## config.mk

```make
export PLATFORM = sky130hd
export DESIGN_NAME = regfile_fwd_param
export DESIGN_NICKNAME = d
export VERILOG_FILES = /design/src/rtl/regfile_pkg.sv /design/src/rtl/regfile_fwd_mux.sv /design/src/rtl/regfile_fwd_param.sv
export SDC_FILE = /design/constraint.sdc
export NUM_CORES = 2
export LEC_CHECK = 0
export CAP_MARGIN = 30
export CORE_MARGIN = 2
export CORE_UTILIZATION = 60
export CTS_BUF_LIST = sky130_fd_sc_hd__clkbuf_2
export DETAILED_ROUTE_END_ITERATION = 16
export PLACE_DENSITY = 0.75
export SLEW_MARGIN = 25
export SYNTH_ARGS = -nofsm -noshare
export SYNTH_HDL_FRONTEND = slang
export SYNTH_HIERARCHICAL = 1
export SYNTH_SLANG_ARGS = --single-unit
```

## constraint.sdc

```tcl
create_clock -name clk -period 4.9 [get_ports clk]
set_input_delay 0.49 -clock clk [delete_from_list [all_inputs] [get_ports clk]]
set_output_delay 0.49 -clock clk [all_outputs]
set_load 0.03 [all_outputs]
```

## src/rtl/regfile_pkg.sv

```systemverilog
// Shared constants and forwarding-priority selection for the parametrised register file.
// Optional cycle counter lives in regfile_fwd_param, enabled by REGFILE_CYCLE_CNT_EN.
package regfile_pkg;

    localparam int DW_DEF       = 32;
    localparam int AW_DEF       = 5;
    localparam int ZERO_REG     = 0;
    localparam int LINK_REG_DEF = 31;
    localparam int CNT_REG_DEF  = 30;

    typedef enum logic [2:0] {
        SRC_ZERO,
        SRC_EX,
        SRC_ME,
        SRC_WB,
        SRC_ARR
    } fwd_src_e;

    // Youngest producer wins; register 0 is hard-wired and never forwarded.
    function automatic fwd_src_e fwd_select(input logic is_zero,
                                            input logic hit_ex,
                                            input logic hit_me,
                                            input logic hit_wb);
        if (is_zero)     return SRC_ZERO;
        else if (hit_ex) return SRC_EX;
        else if (hit_me) return SRC_ME;
        else if (hit_wb) return SRC_WB;
        else             return SRC_ARR;
    endfunction

endpackage

```

## src/rtl/regfile_fwd_mux.sv

```systemverilog
// One read port: EX/ME/WB forwarding mux plus the load-use compare for that port.
// Purely combinational; the array read value comes in from the top.
module regfile_fwd_mux
    import regfile_pkg::*;
#(
    parameter int DW      = DW_DEF,
    parameter int AW      = AW_DEF,
    parameter int MEM_LAT = 1
) (
    input  logic [AW-1:0] addr,
    input  logic [DW-1:0] arr_data,
    input  logic          we_ex,
    input  logic [AW-1:0] wa_ex,
    input  logic [DW-1:0] wd_ex,
    input  logic          ld_ex,
    input  logic          we_me,
    input  logic [AW-1:0] wa_me,
    input  logic [DW-1:0] wd_me,
    input  logic          ld_me,
    input  logic          we_wb,
    input  logic [AW-1:0] wa_wb,
    input  logic [DW-1:0] wd_wb,
    output logic [DW-1:0] rd_data,
    output logic          load_use
);

    localparam logic [AW-1:0] ZERO_A = AW'(ZERO_REG);

    logic     is_zero;
    logic     hit_ex;
    logic     hit_me;
    logic     hit_wb;
    fwd_src_e src;

    assign is_zero = (addr == ZERO_A);
    assign hit_ex  = we_ex && (wa_ex == addr);
    assign hit_me  = we_me && (wa_me == addr);
    assign hit_wb  = we_wb && (wa_wb == addr);
    assign src     = fwd_select(is_zero, hit_ex, hit_me, hit_wb);

    always_comb begin
        rd_data = '0;
        case (src)
            SRC_EX:  rd_data = wd_ex;
            SRC_ME:  rd_data = wd_me;
            SRC_WB:  rd_data = wd_wb;
            SRC_ARR: rd_data = arr_data;
            default: rd_data = '0;
        endcase
    end

    // With a 2-cycle memory a load still in ME has no data to forward yet.
    assign load_use = !is_zero &&
                      ((hit_ex && ld_ex) || ((MEM_LAT == 2) && hit_me && ld_me));

endmodule

```

## src/rtl/regfile_fwd_param.sv

```systemverilog
// Parametrised integer register file: NRD forwarded read ports, WB + link write ports.
// Define REGFILE_CYCLE_CNT_EN to turn register CNT_REG into a free-running cycle counter.
module regfile_fwd_param
    import regfile_pkg::*;
#(
    parameter int DW       = DW_DEF,
    parameter int AW       = AW_DEF,
    parameter int NRD      = 2,
    parameter int LINK_REG = LINK_REG_DEF,
    parameter int CNT_REG  = CNT_REG_DEF,
    parameter int MEM_LAT  = 1
) (
    input  logic              clk,
    input  logic              rst,
    input  logic [NRD*AW-1:0] rd_addr,
    output logic [NRD*DW-1:0] rd_data,
    input  logic              we,
    input  logic [AW-1:0]     w_addr,
    input  logic [DW-1:0]     w_data,
    input  logic              link_we,
    input  logic [DW-1:0]     link_data,
    input  logic              we_ex,
    input  logic [AW-1:0]     wa_ex,
    input  logic [DW-1:0]     wd_ex,
    input  logic              ld_ex,
    input  logic              we_me,
    input  logic [AW-1:0]     wa_me,
    input  logic [DW-1:0]     wd_me,
    input  logic              ld_me,
    input  logic              we_wb,
    input  logic [AW-1:0]     wa_wb,
    input  logic [DW-1:0]     wd_wb,
    output logic              pause
);

    localparam int NREG = 2 ** AW;
    localparam logic [AW-1:0] ZERO_A = AW'(ZERO_REG);
    localparam logic [AW-1:0] LINK_A = AW'(LINK_REG);
    localparam logic [AW-1:0] CNT_A  = AW'(CNT_REG);

`ifdef REGFILE_CYCLE_CNT_EN
    localparam bit CNT_EN = 1'b1;
`else
    localparam bit CNT_EN = 1'b0;
`endif

    if (NRD < 1 || NRD > 4) begin : g_bad_nrd
        $error("regfile_fwd_param: NRD must be 1..4");
    end
    if (MEM_LAT != 1 && MEM_LAT != 2) begin : g_bad_lat
        $error("regfile_fwd_param: MEM_LAT must be 1 or 2");
    end
    if (LINK_REG == CNT_REG || LINK_REG == ZERO_REG || CNT_REG == ZERO_REG ||
        LINK_REG >= NREG || CNT_REG >= NREG) begin : g_bad_idx
        $error("regfile_fwd_param: illegal LINK_REG/CNT_REG index");
    end

    logic [DW-1:0]  regs [NREG];
    logic [NRD-1:0] load_use;
    logic           w_ok;

    // we is the pipeline-advance qualifier: when low, neither the WB port nor the link
    // port nor the counter changes state; pause is advisory and never gates writes.
    assign w_ok = (w_addr != ZERO_A) && (w_addr != LINK_A) && !(CNT_EN && (w_addr == CNT_A));

    always_ff @(posedge clk or negedge rst) begin
        if (!rst) begin
            for (int i = 0; i < NREG; i++) regs[i] <= '0;
        end else if (we) begin
            if (w_ok)    regs[w_addr] <= w_data;
            if (link_we) regs[LINK_A] <= link_data;
            if (CNT_EN)  regs[CNT_A]  <= regs[CNT_A] + 1'b1;
        end
    end

    for (genvar k = 0; k < NRD; k++) begin : g_port
        logic [AW-1:0] addr_k;
        assign addr_k = rd_addr[k*AW +: AW];

        regfile_fwd_mux #(
            .DW     (DW),
            .AW     (AW),
            .MEM_LAT(MEM_LAT)
        ) u_mux (
            .addr    (addr_k),
            .arr_data(regs[addr_k]),
            .we_ex   (we_ex),
            .wa_ex   (wa_ex),
            .wd_ex   (wd_ex),
            .ld_ex   (ld_ex),
            .we_me   (we_me),
            .wa_me   (wa_me),
            .wd_me   (wd_me),
            .ld_me   (ld_me),
            .we_wb   (we_wb),
            .wa_wb   (wa_wb),
            .wd_wb   (wd_wb),
            .rd_data (rd_data[k*DW +: DW]),
            .load_use(load_use[k])
        );
    end

    assign pause = |load_use;

endmodule

```

==> run summary <==
status: finished clean
final setup vio count: 0
Synth warnings: 6
crit share post-route: 0.952
Crit. Startpoint: rd_addr[5]
max FFs per register: 1024
most flop-heavy register: regs
Inserted Clock Buffers: 288
ranking of synthesized cells by area: dfrtp_1 (44%), mux2i_1 (19%), mux2_2 (19%), a22oi_1 (2.5%), nand3_1 (2.2%)
slew margin rel.: 0.318
postcts setup bufs: 0
post-place setup slack: 0.392 ns
setup ws final: 0.236 ns
CP max FO: 24
Reg clk slew, reported paths: 0.11 ns
final-report hold violation count: 0
initial DRC count: 5291
clk_skew: 0 ns
Vias/cell: 6.78
Fmax: 214 MHz
cells resized by post-CTS repair: 0
fin area: 65900 sq um
Slew Limit Fails: 0
GRT Util Overall: 0.386
die area: 99600 sq um
layout cells sized above 1: 0.316
Die Span Y: 316 microns
initial cell density of the core: 0.604
Yosys top cell area share: 0.440
CTS tree: done
number of remaining DRC errors: 0
mux share of post-synthesis cell area: 0.379
simple-gate area share of the yosys netlist: 0.0548
Sum Neg Setup Slack: 0 ns
final WL: 195000 microns
Root Driver: clkbuf_2
measured slew at the worst slew-check pin: 1.02 ns
Rows: 114
Yosys reg bits: 1024
Post-Synth Adder-Cell Area: 0
Synth Area in Compound Gates: 0.0814
WS Path Type: primary input to primary output
pin count of the biggest net entering global routing: 149
number of global-route vias before repair: 45789
Area growth syn-to-layout: 13.2%
initial antenna violation count: 9
FILL cells: 7323
maximum vdd drop: 178 uV
Hold Startpoint: w_data[25]
largest area contributor in the netlist: dfrtp_1
worst hold path type: primary input to flip-flop
DP Area: 62700 sq um
clock latency on the worst-skew pair: 1.43 ns
die width: 316 microns
H-Tree Depth: 5
clock sink count: 1024
core outline area: 96400 sq um
Post-Syn Area: 58200 sq um
drt wl/cell: 29.0 microns
slowest stage delay, CP: 0.85 ns
first-pass GRT wire length: 288000 microns
total iterations of the first detailed-routing run: 6
sequential share of the synthesized area: 0.440
clock buffer depth: 4
vias: 45657
final worst path period need: 4.66 ns
post-route ant nets: 0
Top Registers: regs (1024)
I/O pins: 264
port bufs: 262
critical path capture point type: primary output
Syn Area/Cell: 11.7 sq um
Final nets: 5474
gpl congestion: 0.886
storage element area: 25600 sq um
syn_nets: 5167
slowest stage cell on the critical path: clkdlybuf4s50_1
Max Cap Viol: 0
DPL Wire Length: 117000 microns
largest family of logic cells by synthesized area: multiplexers
total power: 0.0227 W
Worst setup SP type: primary input
area of the multi-input gates: 30500 sq um
Fin Hold WS: 0.109 ns
XOR/XNOR Fraction of Synth Area: 0.00451
Yosys cell types: 35
reg-to-reg startpoint: regs[8]
power per cell area: 345 nW/um^2
critical path's most frequent cell: clkdlybuf4s50_1
Leak Pwr: 31.6 nW
crit path DAT: 4.17 ns
Synth Instances: 4968
crit-path cells: clkdlybuf4s50_1, and2_4, buf_4, a21oi_1, a31oi_1, nand3_1, mux2i_1, o211ai_2, clkdlybuf4s50_1
gr ovfl total: 0
worst path required time: 4.41 ns
RSZ-0062 raised after global routing: false
==> synthesized netlist by cell type <==
master / number
dfrtp_1: 1024
a211o_4: 2
o211ai_1: 4
a31oi_1: 64
a21oi_1: 192
and3_1: 4
nor4_2: 1
nor3b_1: 2
a22oi_1: 192
mux2i_1: 1088
buf_2: 217
or3_1: 3
nand3_1: 261
clkbuf_2: 2
nand4b_1: 3
a22o_1: 128
clkbuf_1: 259
buf_4: 8
nand2b_1: 7
nor2_1: 16
and2_1: 2
nor2b_1: 8
or2_2: 3
nand2_1: 210
xnor2_1: 6
nand4_1: 65
mux2_1: 25
and3_4: 2
nor3_1: 69
buf_6: 8
o211ai_2: 60
nor4_1: 6
buf_1: 36
xor2_1: 24
mux2_2: 967
==> layer usage <==
layer,routed length (microns),track usage,share of wire,vias up
li1,-,-,-,19186
met1,78300,0.514,0.40,23272
met2,88100,0.589,0.45,2609
met3,20700,0.110,0.11,578
met4,7930,0.170,0.041,12
met5,160,0.00758,0.00082,-
==> path summary, 6_finish.rpt <==
kind | end | slack, ns | cells past startpoint
worst max-delay path | rd_data[37] | 0.24 | 9
worst min-delay path | regs[537] | 0.11 | 3
worst max register to register | regs[8] | 3.92 | 1
worst min register to register | regs[1022] | 0.40 | 0
max in group asynchronous | regs[990] | 3.76 | 4
min in group asynchronous | regs[317] | 0.22 | 4
==> cell usage in the layout, fill, tap and decap left out, types with 64 or more instances in the layout <==
cell type	Yosys	routed
mux2i_1	1088	1088
nand4_1	65	65
dfrtp_1	1024	1024
a22o_1	128	128
a22oi_1	192	192
a21oi_1	192	192
clkdlybuf4s50_1	0	244
nand3_1	261	256
buf_12	0	65
buf_4	8	117
clkbuf_2	2	404
nand2_1	210	194
a31oi_1	64	64
mux2_2	967	967
dlygate4sd3_1	0	85
nor3_1	69	68
==> final cells by class <==
class,instances,share of cell area
Clock buffer,404,0.0307
Antenna cell,3,0.000114
Clock inverter,70,0.00452
Tap cell,1276,0.0242
Multi-Input combinational cell,3414,0.463
Sequential cell,1024,0.389
Timing Repair Buffer,547,0.0884
==> metrics by stage <==
| stage | cells | util |
|---|---|---|
| 6_report | 6738 | 0.684 |
| 5_1_grt | 6738 | 0.684 |
| 4_1_cts | 6710 | 0.681 |
| 3_5_place_dp | 6168 | 0.650 |
| 3_3_place_gp | 6157 | 0.649 |
| 2_1_floorplan | 4968 | - |
==> critical path, delay by kind of cell <==
| family | cells | cell delay, ns |
|---|---|---|
| compound gates | 3 | 0.66 |
| buf+inv | 3 | 1.92 |
| mux | 1 | 0.23 |
| simple gates | 2 | 0.85 |
==> cell families after synthesis <==
group | Yosys count
AND/OR/NAND/NOR | 662
buffers and inverters | 530
XOR/XNOR | 30
multiplexers | 2080
flip-flops | 1024
AO/OA/AOI/OAI | 642
==> where the power goes <==
part           leakage [nW]  internal [W]  switching (W)  total [W]
Sequential             13.1        0.0100        0.00126     0.0113
Combinational          16.7       0.00287        0.00265    0.00552
Clock                  1.83       0.00224        0.00368    0.00592
Total                  31.6        0.0151        0.00759     0.0227
==> timing repair <==
action,CTS,global route
endpoints found under the setup margin,0,0
endpoints found under the hold margin,1299,427
hold buffers,68,18
Note: power is estimated with default switching activity, not from simulation.
